$ cat src/rtl/mac_led_encoder_if.sv
// ---------------------------------------------------------------------------
// mac_led_encoder_if
// Control/status bus between the MAC status logic and the LED serial encoder.
//   iEn        : auto-refresh enable (master -> encoder)
//   iKick      : one-cycle request for a single frame (master -> encoder)
//   iPortData  : per-port LED status, port p at [p*BITS_PER_PORT +: BITS_PER_PORT]
//   oBusy      : encoder is transmitting a frame (encoder -> master)
//   oFrameDone : one-cycle pulse on the last cycle of a frame (encoder -> master)
// ---------------------------------------------------------------------------
interface mac_led_encoder_if #(
    parameter int NUM_PORTS     = 4,
    parameter int BITS_PER_PORT = 16
);
    logic                               iEn;
    logic                               iKick;
    logic [NUM_PORTS*BITS_PER_PORT-1:0] iPortData;
    logic                               oBusy;
    logic                               oFrameDone;

    modport master (
        output iEn,
        output iKick,
        output iPortData,
        input  oBusy,
        input  oFrameDone
    );

    modport slave (
        input  iEn,
        input  iKick,
        input  iPortData,
        output oBusy,
        output oFrameDone
    );
endinterface

$ cat src/rtl/mac_led_encoder.sv
// ---------------------------------------------------------------------------
// mac_led_encoder
// Serial LED-stream transmitter. Snapshots the parallel per-port LED status
// and sends it on LED_CLK0/LED_DATA0 as: a start pulse (DATA high then low),
// NUM_PORTS words of BITS_PER_PORT bits (port 0 first, MSB first, clock low
// then high per bit) and a stop half-period. Every non-idle state lasts
// HALF_DIV iClk cycles. Frames repeat every GAP_CYC idle cycles while iEn is
// high, or once per kick.
//
// Ports:
//   iClk      : system clock
//   iRstn     : asynchronous active-low reset
//   bus       : mac_led_encoder_if.slave (iEn, iKick, iPortData, oBusy,
//               oFrameDone)
//   LED_CLK0  : serial LED clock (registered)
//   LED_DATA0 : serial LED data (registered)
//
// Optional build macro MAC_LED_CHG_ONLY_EN: auto-refresh frames are only sent
// when iPortData differs from the last transmitted snapshot (which resets to
// zero); kicks always send.
// ---------------------------------------------------------------------------
module mac_led_encoder #(
    parameter int NUM_PORTS     = 4,
    parameter int BITS_PER_PORT = 16,
    parameter int HALF_DIV      = 3,
    parameter int GAP_CYC       = 1000
) (
    input  logic                iClk,
    input  logic                iRstn,
    mac_led_encoder_if.slave    bus,
    output logic                LED_CLK0,
    output logic                LED_DATA0
);

    localparam int TOTAL_W = NUM_PORTS * BITS_PER_PORT;
    localparam int PH_W    = (HALF_DIV > 1) ? $clog2(HALF_DIV) : 1;
    localparam int GAP_W   = $clog2(GAP_CYC + 1);
    localparam int BIT_W   = (BITS_PER_PORT > 1) ? $clog2(BITS_PER_PORT) : 1;
    localparam int PORT_W  = (NUM_PORTS > 1) ? $clog2(NUM_PORTS) : 1;
    localparam int IDX_W   = (TOTAL_W > 1) ? $clog2(TOTAL_W) : 1;

    localparam logic [PH_W-1:0]   LAST_PH  = PH_W'(HALF_DIV - 1);
    localparam logic [GAP_W-1:0]  GAP_LOAD = GAP_W'(GAP_CYC);
    localparam logic [BIT_W-1:0]  BIT_MAX  = BIT_W'(BITS_PER_PORT - 1);
    localparam logic [PORT_W-1:0] PORT_MAX = PORT_W'(NUM_PORTS - 1);

    typedef enum logic [2:0] {
        IDLE,
        START_HI,
        START_LO,
        BIT_LO,
        BIT_HI,
        STOP
    } state_e;

    state_e              state_q, state_d;
    logic [PH_W-1:0]     phase_q, phase_d;
    logic [GAP_W-1:0]    gap_q, gap_d;
    logic [PORT_W-1:0]   port_q, port_d;
    logic [BIT_W-1:0]    bit_q, bit_d;
    logic [TOTAL_W-1:0]  snap_q, snap_d;
    logic                kick_q, kick_d;
    logic                led_clk_q, led_clk_d;
    logic                led_data_q, led_data_d;
    logic                busy_q, busy_d;
    logic                done_q, done_d;

    logic                last_ph;
    logic                start_req;
    logic [IDX_W-1:0]    idx_d;

`ifdef MAC_LED_CHG_ONLY_EN
    logic [TOTAL_W-1:0]  sent_q, sent_d;
    logic                changed;
`endif

    always_comb begin
        last_ph = (phase_q == LAST_PH);

`ifdef MAC_LED_CHG_ONLY_EN
        changed   = (bus.iPortData != sent_q);
        start_req = (bus.iEn && (gap_q == '0) && changed) || kick_q;
        sent_d    = sent_q;
`else
        start_req = (bus.iEn && (gap_q == '0)) || kick_q;
`endif

        state_d = state_q;
        phase_d = '0;
        gap_d   = gap_q;
        port_d  = port_q;
        bit_d   = bit_q;
        snap_d  = snap_q;
        // Kicks arriving at any time collapse into the single latch bit.
        kick_d  = kick_q | bus.iKick;

        if (state_q != IDLE) begin
            phase_d = last_ph ? '0 : phase_q + 1'b1;
        end

        case (state_q)
            IDLE: begin
                if (gap_q != '0) begin
                    gap_d = gap_q - 1'b1;
                end
                if (start_req) begin
                    state_d = START_HI;
                    snap_d  = bus.iPortData;
                    kick_d  = 1'b0;
                    port_d  = '0;
                    bit_d   = BIT_MAX;
`ifdef MAC_LED_CHG_ONLY_EN
                    sent_d  = bus.iPortData;
`endif
                end
            end
            START_HI: if (last_ph) state_d = START_LO;
            START_LO: if (last_ph) state_d = BIT_LO;
            BIT_LO:   if (last_ph) state_d = BIT_HI;
            BIT_HI: begin
                if (last_ph) begin
                    if (bit_q != '0) begin
                        bit_d   = bit_q - 1'b1;
                        state_d = BIT_LO;
                    end else if (port_q != PORT_MAX) begin
                        // Port boundary looks exactly like a bit boundary.
                        port_d  = port_q + 1'b1;
                        bit_d   = BIT_MAX;
                        state_d = BIT_LO;
                    end else begin
                        state_d = STOP;
                    end
                end
            end
            STOP: begin
                if (last_ph) begin
                    state_d = IDLE;
                    gap_d   = GAP_LOAD;
                end
            end
            default: state_d = IDLE;
        endcase

        // Outputs are computed from the next state so the pins change on
        // state entry, in step with the state register.
        idx_d      = IDX_W'(int'(port_d) * BITS_PER_PORT + int'(bit_d));
        led_clk_d  = (state_d == BIT_HI);
        led_data_d = (state_d == START_HI) ||
                     (((state_d == BIT_LO) || (state_d == BIT_HI)) && snap_d[idx_d]);
        busy_d     = (state_d != IDLE);
        done_d     = (state_d == STOP) && (phase_d == LAST_PH);
    end

    always_ff @(posedge iClk or negedge iRstn) begin
        if (!iRstn) begin
            state_q    <= IDLE;
            phase_q    <= '0;
            gap_q      <= '0;
            port_q     <= '0;
            bit_q      <= '0;
            snap_q     <= '0;
            kick_q     <= 1'b0;
            led_clk_q  <= 1'b0;
            led_data_q <= 1'b0;
            busy_q     <= 1'b0;
            done_q     <= 1'b0;
`ifdef MAC_LED_CHG_ONLY_EN
            sent_q     <= '0;
`endif
        end else begin
            state_q    <= state_d;
            phase_q    <= phase_d;
            gap_q      <= gap_d;
            port_q     <= port_d;
            bit_q      <= bit_d;
            snap_q     <= snap_d;
            kick_q     <= kick_d;
            led_clk_q  <= led_clk_d;
            led_data_q <= led_data_d;
            busy_q     <= busy_d;
            done_q     <= done_d;
`ifdef MAC_LED_CHG_ONLY_EN
            sent_q     <= sent_d;
`endif
        end
    end

    assign LED_CLK0       = led_clk_q;
    assign LED_DATA0      = led_data_q;
    assign bus.oBusy      = busy_q;
    assign bus.oFrameDone = done_q;

endmodule

$ cat src/flat_wrapper.sv
// flat-port wrapper written by rule: the top's interface ports become plain ports
module mac_led_encoder_flat 
#(
    parameter int NUM_PORTS     = 4,
    parameter int BITS_PER_PORT = 16,
    parameter int HALF_DIV      = 3,
    parameter int GAP_CYC       = 1000
)
  (iClk, iRstn, LED_CLK0, LED_DATA0, bus_iEn, bus_iKick, bus_iPortData, bus_oBusy, bus_oFrameDone);
  mac_led_encoder_if #(.NUM_PORTS(NUM_PORTS), .BITS_PER_PORT(BITS_PER_PORT)) bus_i ();
  input  logic iClk;
  input  logic iRstn;
  output logic LED_CLK0;
  output logic LED_DATA0;
  input wire logic [$bits(bus_i.iEn)-1:0] bus_iEn;
  input wire logic [$bits(bus_i.iKick)-1:0] bus_iKick;
  input wire logic [$bits(bus_i.iPortData)-1:0] bus_iPortData;
  output wire logic [$bits(bus_i.oBusy)-1:0] bus_oBusy;
  output wire logic [$bits(bus_i.oFrameDone)-1:0] bus_oFrameDone;
  assign bus_i.iEn = bus_iEn;
  assign bus_i.iKick = bus_iKick;
  assign bus_i.iPortData = bus_iPortData;
  assign bus_oBusy = bus_i.oBusy;
  assign bus_oFrameDone = bus_i.oFrameDone;
  mac_led_encoder #(.NUM_PORTS(NUM_PORTS), .BITS_PER_PORT(BITS_PER_PORT), .HALF_DIV(HALF_DIV), .GAP_CYC(GAP_CYC)) u_core (.iClk(iClk), .iRstn(iRstn), .bus(bus_i), .LED_CLK0(LED_CLK0), .LED_DATA0(LED_DATA0));
endmodule
$ cat config.mk
export PLATFORM = sky130hd
export DESIGN_NAME = mac_led_encoder_flat
export DESIGN_NICKNAME = d
export VERILOG_FILES = /design/src/rtl/mac_led_encoder_if.sv /design/src/rtl/mac_led_encoder.sv /design/src/flat_wrapper.sv
export SDC_FILE = /design/constraint.sdc
export NUM_CORES = 1
export LEC_CHECK = 0
export BUFFER_PORTS_ARGS = -buffer_cell sky130_fd_sc_hd__buf_2
export CAP_MARGIN = 20
export CORE_UTILIZATION = 57
export DETAILED_ROUTE_END_ITERATION = 8
export PLACE_DENSITY = 0.79
export REMOVE_ABC_BUFFERS = 1
export SETUP_SLACK_MARGIN = 0.05
export SYNTH_ARGS = -nofsm -noshare
export SYNTH_HDL_FRONTEND = slang
export SYNTH_SLANG_ARGS = --single-unit
$ cat constraint.sdc
create_clock -name iClk -period 3.3 [get_ports iClk]
set_clock_uncertainty 0.15 [all_clocks]
set_input_delay 0.66 -clock iClk [delete_from_list [all_inputs] [get_ports iClk]]
set_output_delay 0.66 -clock iClk [all_outputs]
set_load 0.01 [all_outputs]
# == Yosys cells after proc, flatten, opt, wreduce, memory -nomap -nowiden ==
# Cells that the tools add are included.
# word_totals
reg_bits,90
wordCells,76
in_bits,68
out_inout_bits,4
# classes
n_addsub,5
n_reduce_logical,14
n_bitwise,1
n_mux,30
eq_ne,14
magnitude_cmp,1
# op_table
cell,n
64-bit 2-to-1 mux,2
3-bit 2-to-1 mux,8
10-bit 2-to-1 mux,2
10-bit case mux with 2 select lines,1
3-bit case mux with 6 select lines,1
4-bit 2-to-1 mux,4
3-bit equality test (second input constant),4
2-bit 2-to-1 mux,6
10-bit logical NOT,1
10-bit nonzero test,1
10-bit by 1-bit subtractor with 10-bit output (second input constant),1
3-bit by 2-bit equality test with 1-bit output (second input constant),3
4-bit case mux with 2 select lines,1
6-bit by 7-bit < comparator with 1-bit output (second input constant),1
6-bit by 4-bit adder with 6-bit output,1
1-bit binary-select mux with 6-bit select,1
3-bit by 1-bit equality test with 1-bit output (second input constant),2
3-bit nonzero test,2
2-bit by 1-bit adder with 2-bit output (second input constant),2
2-bit equality test (second input constant),2
2-bit by 1-bit inequality test with 1-bit output (second input constant),2
2-bit case mux with 2 select lines,1
4-bit nonzero test,1
4-bit by 1-bit subtractor with 4-bit output (second input constant),1
other kinds (8),14

# == Depth between registers and ports, before layout ==
# Gate-level depths: netlist (run 1).
# depth
ltp_word,10
depth_mapped,14
ltp_nobuf,13

# == Worst setup path after synthesis (run 1) ==
# OpenSTA, ideal clock, no wires.
# synth_path
path_type,flip-flop to flip-flop
startpoint,register u_core.bit_q[0]
endpoint,register u_core.led_data_q (netlist: u_core.LED_DATA0)
path_slack_ps,299
path_buffers,1
arrival_time_ps,2732
t_required_ps,3030
stages_incl_launch_ff,13
path_cell_list,dfrtp_1 > inv_1 > ha_1 > or3b_2 > a31oi_2 > nor4_4 > buf_6 > a211oi_2 > o221ai_1 > a2111oi_2 > a31o_1 > a311oi_1 > a31o_1
# synth_between
elab_chain_cells,9
word_cells_on_any_way,22
cone_classes,add/sub (2); eq/ne (3); mux (13); reduce/logical (4)
# synth_rtl
item,line,text
start: declaration,mac_led_encoder.sv:60,"logic [BIT_W-1:0] bit_q, bit_d;"
start signal: assignment,mac_led_encoder.sv:175,bit_q <= bit_d;
"4-bit by 1-bit subtractor with 4-bit output, or another cell as far along",mac_led_encoder.sv:123,bit_d = bit_q - 1'b1;
4-bit 2-to-1 mux or 2-bit 2-to-1 mux (tied branches),mac_led_encoder.sv:122,if (bit_q != '0) begin
4-bit 2-to-1 mux or 2-bit 2-to-1 mux (tied branches),mac_led_encoder.sv:121,if (last_ph) begin
4-bit case mux with 2 select lines or 2-bit case mux with 2 select lines (tied branches),mac_led_encoder.sv:101,case (state_q)
6-bit by 4-bit adder with 6-bit output,mac_led_encoder.sv:146,idx_d = IDX_W'(int'(port_d) * BITS_PER_PORT + int'(bit_d));
1-bit binary-select mux with 6-bit select,mac_led_encoder.sv:149,(((state_d == BIT_LO) || (state_d == BIT_HI)) && snap_d[idx_d]);
1-bit 2-to-1 mux (implied by the code),mac_led_encoder.sv:149,
1-bit logical AND,mac_led_encoder.sv:149,
1-bit logical OR (*),mac_led_encoder.sv:148,led_data_d = (state_d == START_HI) ||
net u_core.led_data_d,mac_led_encoder.sv:64,"logic led_data_q, led_data_d;"
end signal: assignment,mac_led_encoder.sv:179,led_data_q <= led_data_d;
end: declaration,mac_led_encoder.sv:64,
# The timed path passes the listed nets; every way through them passes the cells marked *. The select of a mux whose other input is x is not followed.
# A chain may end at the register's enable or synchronous reset.

# == Worst setup path after layout (run 1) ==
# Same ends and word-level chain as after synthesis.

==> out/metrics.cfg, run 1 <==
[status]
outcome=finished, final reports clean

[timing]
setup_tns_ns=0
hold_viol=0
drv_slew=0
fin_crit_ns=3.154
rsz0062_at_grt=false
slew_headroom_pct=55.70
clock.fmax_mhz=317.1
finalCritPeriodShare_pct=95.57
setup-violations-final=0
worst_pin_slew_ns=0.6586

[worst_setup_path]
slowest_stage=a2111oi_2
cpLargestDelayFamily=compound AO/OA/AOI/OAI gates
cp.arrival_ns=3.25
path_cells=inv_1, ha_1, buf_4, nand2b_4, o2111a_2, nor4_4, bufinv_8, o21ai_0, o221ai_1, a2111oi_2, a31o_1, a311oi_1, a31o_1
start_kind=flip-flop
cp_slowest_stage_delay_ns=0.39
worst-path-buf-inv=3
crit_type=reg2reg
path_common_cell=a31o_1
worstPathMaxFanout=7
reg2reg_from=u_core.bit_q[0]
required_ns=3.40
cp-end-kind=flip-flop
startpoint=u_core.bit_q[0]

[job]
cap_violations=0

[cells_and_area]
syn_to_final_growth_pct=20.72
final_area_um2=5731
drive_gt1_share_pct=27.61
fin_util_pct=72.65
seqCellArea_um2=2252
fin_nets=678
layoutNonFillerInstCount=714
nFillCells=578
n_antenna_cell=0
multi_input_area_um2=2365

[place]
placedCellCount=693
routabilityCongestion=0.8819
port_buffers=71
post_dp_cell_area_um2=5404
dp_hpwl_um=8136

[clock_network]
cts_tree=built
clockBufferDepth=2
cts.clk_slew.worst_paths_ns=0.09
cts_sinks=90
cts-buffers-inserted=9
insertion_delay_ns=0.36
htreeDepth=3
clock-root-buffer=clkbuf_8

[drt]
routed_via_density=5.709
remaining_drc_errors=0
vias=4076
wirelength_um=11300
avgRoutedWirePerCell_um=15.83
firstDrtPassIters=5
ant_nets=0
drt_iter0_markers=281

[power]
power.density_nw_per_um2=358.5
peakVddDrop_v=0.0002898
p_leak_nw=2.752
p_total_mw=2.054

[synth]
yosysWarnings=0
syn_inst=509
synth_edf_count=0
synthFlopType=dfrtp_1
synth-seq-cells=90
synth_area_um2=4747
ys_types=74
avgSynthCellArea_um2=9.326
async_flop_share_pct=100.0
synth_seq_area_share_pct=47.44

[floorplanning]
rows=32
die_area_um2=8697
dieHeight_um=93.26
ioPinCount=72
core-area_um2=7888
start_util_pct=60.18
die_w_um=93.26

[worst_hold_path]
hold_class=in2async

[global_route]
grt_overflow_total=0
grt_pass1_wl_um=18410
grt_max_degree=91
track_usage_pct=27.29
antenna_found_initial=0
grt_pass1_vias=3948

flip-flops by register name, indices dropped and copies added, names as in the netlist:
name,cells
u_core.snap_q,64
u_core.bus.oFrameDone,1
u_core.LED_DATA0,1
u_core.port_q,2
u_core.bit_q,4
u_core.kick_q,1
u_core.phase_q,2
u_core.bus.oBusy,1
u_core.state_q,3
u_core.LED_CLK0,1
u_core.gap_q,10
area by class of cell:
type / instances / share of cell area [%]
Clock buffer: 12 / 2.533
Clock inverter: 4 / 0.8952
Inverter: 11 / 0.9607
Multi-Input combinational cell: 382 / 41.27
Sequential cell: 90 / 39.30
Tap cell: 102 / 2.227
Timing Repair Buffer: 113 / 12.82
cells by family (layout without fill, tap and decap cells):
kind of cell	Yosys count	count (layout)	synth area share [%]
and+or+nand+nor	246	246	25.15
xor gates and xnor gates	7	7	1.292
DFF	90	90	47.44
buffers and inverters	37	140	4.270
adders and majority gates	3	3	0.7908
AOI/OAI and AO/OA	103	103	15.79
muxes	23	23	5.271
power by group:
group | leakage (nW) | internal (mW) | switching, mW
clock network | 0.0966 | 0.372 | 0.392
registers | 1.07 | 1.14 | 0.0183
logic | 1.59 | 0.0634 | 0.0677
total | 2.75 | 1.58 | 0.478
what timing repair did:
action,in CTS,in global routing
endpoints found under the setup margin,1,1
resized for setup,0,19
buffers inserted,0,5
pin swaps,1,10
hold buffers,0,0
layer usage:
layer,global-route usage [%],share of wire (%),vias up
met5,0,0,-
met4,11.28,2.7,0
met3,3.902,4.6,23
met2,43.32,48,118
met1,37.71,44,1966
li1,-,-,1969
worst paths after layout:
path,endpoint,slack (ns),depth (start not counted)
max,u_core.LED_DATA0,0.15,13
min,u_core.gap_q[2],0.15,2
max reg2reg,u_core.LED_DATA0,0.15,13
min reg2reg,u_core.snap_q[17],0.34,2
max in group asynchronous,u_core.LED_DATA0,2.44,2
min in group iClk,u_core.snap_q[8],0.33,3
synthesized netlist by cell type, drive strengths merged (4+ instances only):
cell type,count,area (um2)
nand2,153,579.3
dfrtp,90,2252
nor2,25,101.4
o21ai,23,115.1
buf,17,127.6
mux2,16,180.2
a21oi,11,55.05
inv,11,41.29
nand3,10,50.05
clkbuf,9,33.78
nand2b,9,56.30
a31oi,8,56.30
and3,8,50.05
o211ai,8,60.06
mux2i,7,70.07
nor4,7,88.83
a211oi,6,50.05
a21o,6,45.04
o31ai,6,50.05
or3,6,37.54
a311oi,5,43.79
nand3b,4,30.03
nor3,4,25.02
xor2,4,35.03
placed cells by master (no fill, tap or decap), types with 3 or more instances in the layout:
master    instances
mux2i_1           7
clkbuf_8         10
a31oi_1           7
nor4_4            3
buf_12            4
xnor2_1           3
a31o_1            3
nand3b_1          4
or3_1             6
and3_1            8
a211oi_2          3
nor2_1           24
o211ai_1          8
nor3_1            3
a21oi_1          10
inv_1             8
o221ai_1          3
a311oi_1          4
mux2_2           11
xor2_1            4
a21o_1            6
mux2_1            5
o31ai_1           5
o21a_1            3
a211oi_1          3
dfrtp_1          90
o21ai_0          18
buf_4            37
nand3_1          10
o21ai_1           5
nand2b_1          8
buf_2            70
nand2_1         151
nor4_1            4
metrics by stage:
stage	setup slack, ns	hold slack [ns]
after floorplan	-0.7686	0.2144
after global placement	0.05423	0.3016
after detailed placement	0.01685	0.3084
after CTS	0.05047	0.1802
after global routing	0.01681	0.2058
final	0.1462	0.1484
(Power assumes the default switching activity.)
==> inputs of run 2 (changes only) <==
--- a/config.mk
+++ b/config.mk
@@ -5,11 +5,12 @@
 export SDC_FILE = /design/constraint.sdc
 export NUM_CORES = 1
 export LEC_CHECK = 0
+export ABC_AREA = 1
 export BUFFER_PORTS_ARGS = -buffer_cell sky130_fd_sc_hd__buf_2
 export CAP_MARGIN = 20
-export CORE_UTILIZATION = 57
+export CORE_UTILIZATION = 58
 export DETAILED_ROUTE_END_ITERATION = 8
-export PLACE_DENSITY = 0.79
+export PLACE_DENSITY = 0.8
 export REMOVE_ABC_BUFFERS = 1
 export SETUP_SLACK_MARGIN = 0.05
 export SYNTH_ARGS = -nofsm -noshare
==> run 2 against run 1 <==
Net effect:
- register-to-register slack better by 0.34 ns
- area after synthesis increased by 5.9%
- global-route usage down 0.68 points
==> out/metrics.cfg, run 2 <==
[drt]
m1WireLength_um=4946  ; -1.5%
wirelength_um=10930  ; -3.4%
wl_met2_um=5184  ; -4.8%
wl_met3_um=570  ; +8.6%
avgRoutedWirePerCell_um=12.57  ; -21%
vias=4380  ; +7.5%
top_layer=met4
routed_via_density=5.040  ; -12%
ant_nets=0  ; unchanged
remaining_drc_errors=0  ; unchanged
firstDrtPassIters=5  ; unchanged
drt_iter0_markers=238  ; -15%

[global_route]
grt_pass1_wl_um=18710  ; +1.6%
grt_overflow_total=0  ; unchanged
grt_pass1_vias=4300  ; +8.9%
grt_max_degree=51  ; -44%
track_usage_pct=26.61  ; -0.68 points
antenna_found_initial=0  ; unchanged

[cells_and_area]
final_common_cell=nand2_1
reg_top3=u_core.snap_q (64), u_core.gap_q (10), u_core.bit_q (4)
drive_gt1_share_pct=15.18  ; -12 points
max_flop_register=u_core.snap_q
layout_common_cells=nand2_1, inv_1, dfrtp_1, nand3_1, buf_2
largest_reg_flops=64  ; unchanged
n_antenna_cell=0  ; unchanged
syn_to_final_growth_pct=12.37
fin_nets=830  ; +22%

[synth]
synth_area_um2=5026  ; +5.9%
avgSynthCellArea_um2=7.242  ; -22%
async_flop_share_pct=100.0  ; unchanged
yosysWarnings=0  ; unchanged
synth_edf_count=0  ; unchanged
ys_types=34  ; -54%
yosysMostFrequentCell=nand2_1
synth_seq_area_share_pct=44.81  ; -2.6 points
syn_inst=694  ; +36%
synth-seq-cells=90  ; unchanged
synth_common_cells=nand2_1, inv_1, dfrtp_1
synthFlopType=dfrtp_1
synth_top_area_share_pct=44.81  ; -2.6 points
yosys.area.top_type=dfrtp_1
yosys-top-cells-area=dfrtp_1, nand2_1, inv_1

[timing]
setup_slack_ns=0.4845  ; +0.3383 ns
hold_viol=0  ; unchanged
setup_tns_ns=0  ; unchanged
fin_hold_ws_ns=0.1147  ; -0.03365 ns
slew_headroom_pct=50.90  ; -4.8 points
finalCritPeriodShare_pct=85.32  ; -10 points
worst_pin_slew_ns=0.7322  ; +0.07362 ns
fin_crit_ns=2.816  ; -0.3383 ns
rsz0062_at_grt=false
setup-violations-final=0  ; unchanged
drv_slew=0  ; unchanged
clock.fmax_mhz=355.2  ; +12%

[floorplanning]
die_w_um=95.09  ; +2.0%
rows=33  ; +3.1%
core-area_um2=8299  ; +5.2%
dieHeight_um=95.09  ; +2.0%
start_util_pct=60.56  ; +0.38 points
die_area_um2=9042  ; +4.0%
ioPinCount=72  ; unchanged

[worst_setup_path]
cp.arrival_ns=2.91  ; -0.34 ns
cp-end-kind=flip-flop
worstPathMaxFanout=32  ; +25
crit_type=reg2reg
required_ns=3.40  ; about the same
start_kind=flip-flop

[clock_network]
cts_resized=0  ; unchanged
clock-root-buffer=clkbuf_8
cts_sinks=90  ; unchanged
cts-buffers-inserted=9  ; unchanged
cts_hold_buffers=0  ; unchanged
clockBufferDepth=2  ; unchanged
cts_tree=built
post_cts_buffers=0  ; unchanged
htreeDepth=3  ; unchanged
insertion_delay_ns=0.36  ; about the same
cts.clk_slew.worst_paths_ns=0.09  ; about the same

[status]
outcome=finished, final reports clean

[power]
power.density_nw_per_um2=933.8  ; +160%
p_leak_nw=3.229  ; +17%
p_total_mw=5.274  ; +160%
peakVddDrop_v=0.0004005  ; +38%

[place]
dp_hpwl_um=7875  ; -3.2%
routabilityCongestion=0.9431  ; +6.9%
place_ws_ns=0.5307  ; +0.5138 ns
port_buffers=71  ; unchanged

[worst_hold_path]
hold_class=in2async

[job]
cap_violations=0  ; unchanged

-- run 2: changes by cell type after synthesis, moves of 8 or more --
| cell | change |
|---|---|
| nand2b_1 | -9 |
| nand3_1 | +64 |
| inv_1 | +136 |
| o21ai_1 | +22 |
| clkbuf_1 | -8 |
| nand3b_1 | +29 |
| and3_1 | -8 |
| nand2_1 | +66 |
| mux2_2 | -11 |
-- run 2: logic make-up (layout without fill, tap and decap cells) --
| family | after synthesis | in the layout | synth area share (%) |
|---|---|---|---|
| xor gates and xnor gates | 1 | 1 | 0.1743 |
| AOI/OAI and AO/OA | 54 | 54 | 5.950 |
| adders and majority gates | 3 | 3 | 0.7469 |
| buffers and inverters | 181 | 251 | 15.41 |
| and+or+nand+nor | 365 | 365 | 32.91 |
| DFF | 90 | 90 | 44.81 |
-- run 2: report_power, final --
| part | leakage (nW) | total, mW | internal [mW] | switching (mW) |
|---|---|---|---|---|
| Sequential | 1.02 | 1.78 | 1.60 | 0.175 |
| Clock | 0.103 | 0.839 | 0.448 | 0.391 |
| Combinational | 2.11 | 2.66 | 0.892 | 1.77 |
| Total | 3.23 | 5.27 | 2.94 | 2.33 |
-- run 2: critical path, stage by stage (launching register included) --
cell	delay [ns]
dfrtp_1	0.46
nor2_4	0.22
nand2_1	0.12
nor2_1	0.22
nand2_1	0.09
nand2_1	0.08
nand2_2	0.16
inv_2	0.44
nand2_1	0.11
nand3_1	0.11
nand3_1	0.09
nand3_1	0.11
nand3_1	0.09
nand2_1	0.09
nand2_1	0.05
nand3_1	0.06
nand2_1	0.05
-- run 2: worst paths after layout --
| path | from | to | slack, ns | cells past startpoint |
|---|---|---|---|---|
| hold reg to reg | u_core.phase_q[0] | u_core.phase_q[0] | 0.29 | 1 |
| setup reg to reg | u_core.state_q[1] | u_core.LED_DATA0 | 0.48 | 16 |
| hold / removal | iRstn | u_core.snap_q[49] | 0.11 | 1 |
| max in group asynchronous | iRstn | u_core.snap_q[10] | 2.23 | 2 |
| min in group iClk | u_core.phase_q[0] | u_core.phase_q[0] | 0.29 | 1 |
| setup / recovery | u_core.state_q[1] | u_core.LED_DATA0 | 0.48 | 16 |
-- run 2: layout make-up --
class / count / area, um2
Clock inverter: 4 / 75.07
Fill cell: 694 / 2651
Tap cell: 105 / 131.4
Timing Repair Buffer: 80 / 462.9
Sequential cell: 90 / 2252
Inverter: 155 / 581.8
Clock buffer: 12 / 145.1
Multi-Input combinational cell: 423 / 1999
-- run 2: metrics by stage --
stage / utilization (%) / std cells / instance area, um2
after floorplan: - / 668 / 4833
after global placement: 65.40 / 853 / 5428
after detailed placement: 65.40 / 853 / 5428
after CTS: 68.05 / 869 / 5648
after global routing: 68.05 / 869 / 5648
final: 68.05 / 869 / 5648
-- run 2: per-layer routing --
metal	GRT usage, %	up-vias
met5	0	-
met4	11.74	0
met3	3.589	18
met2	45.30	121
met1	33.75	1996
li1	-	2245
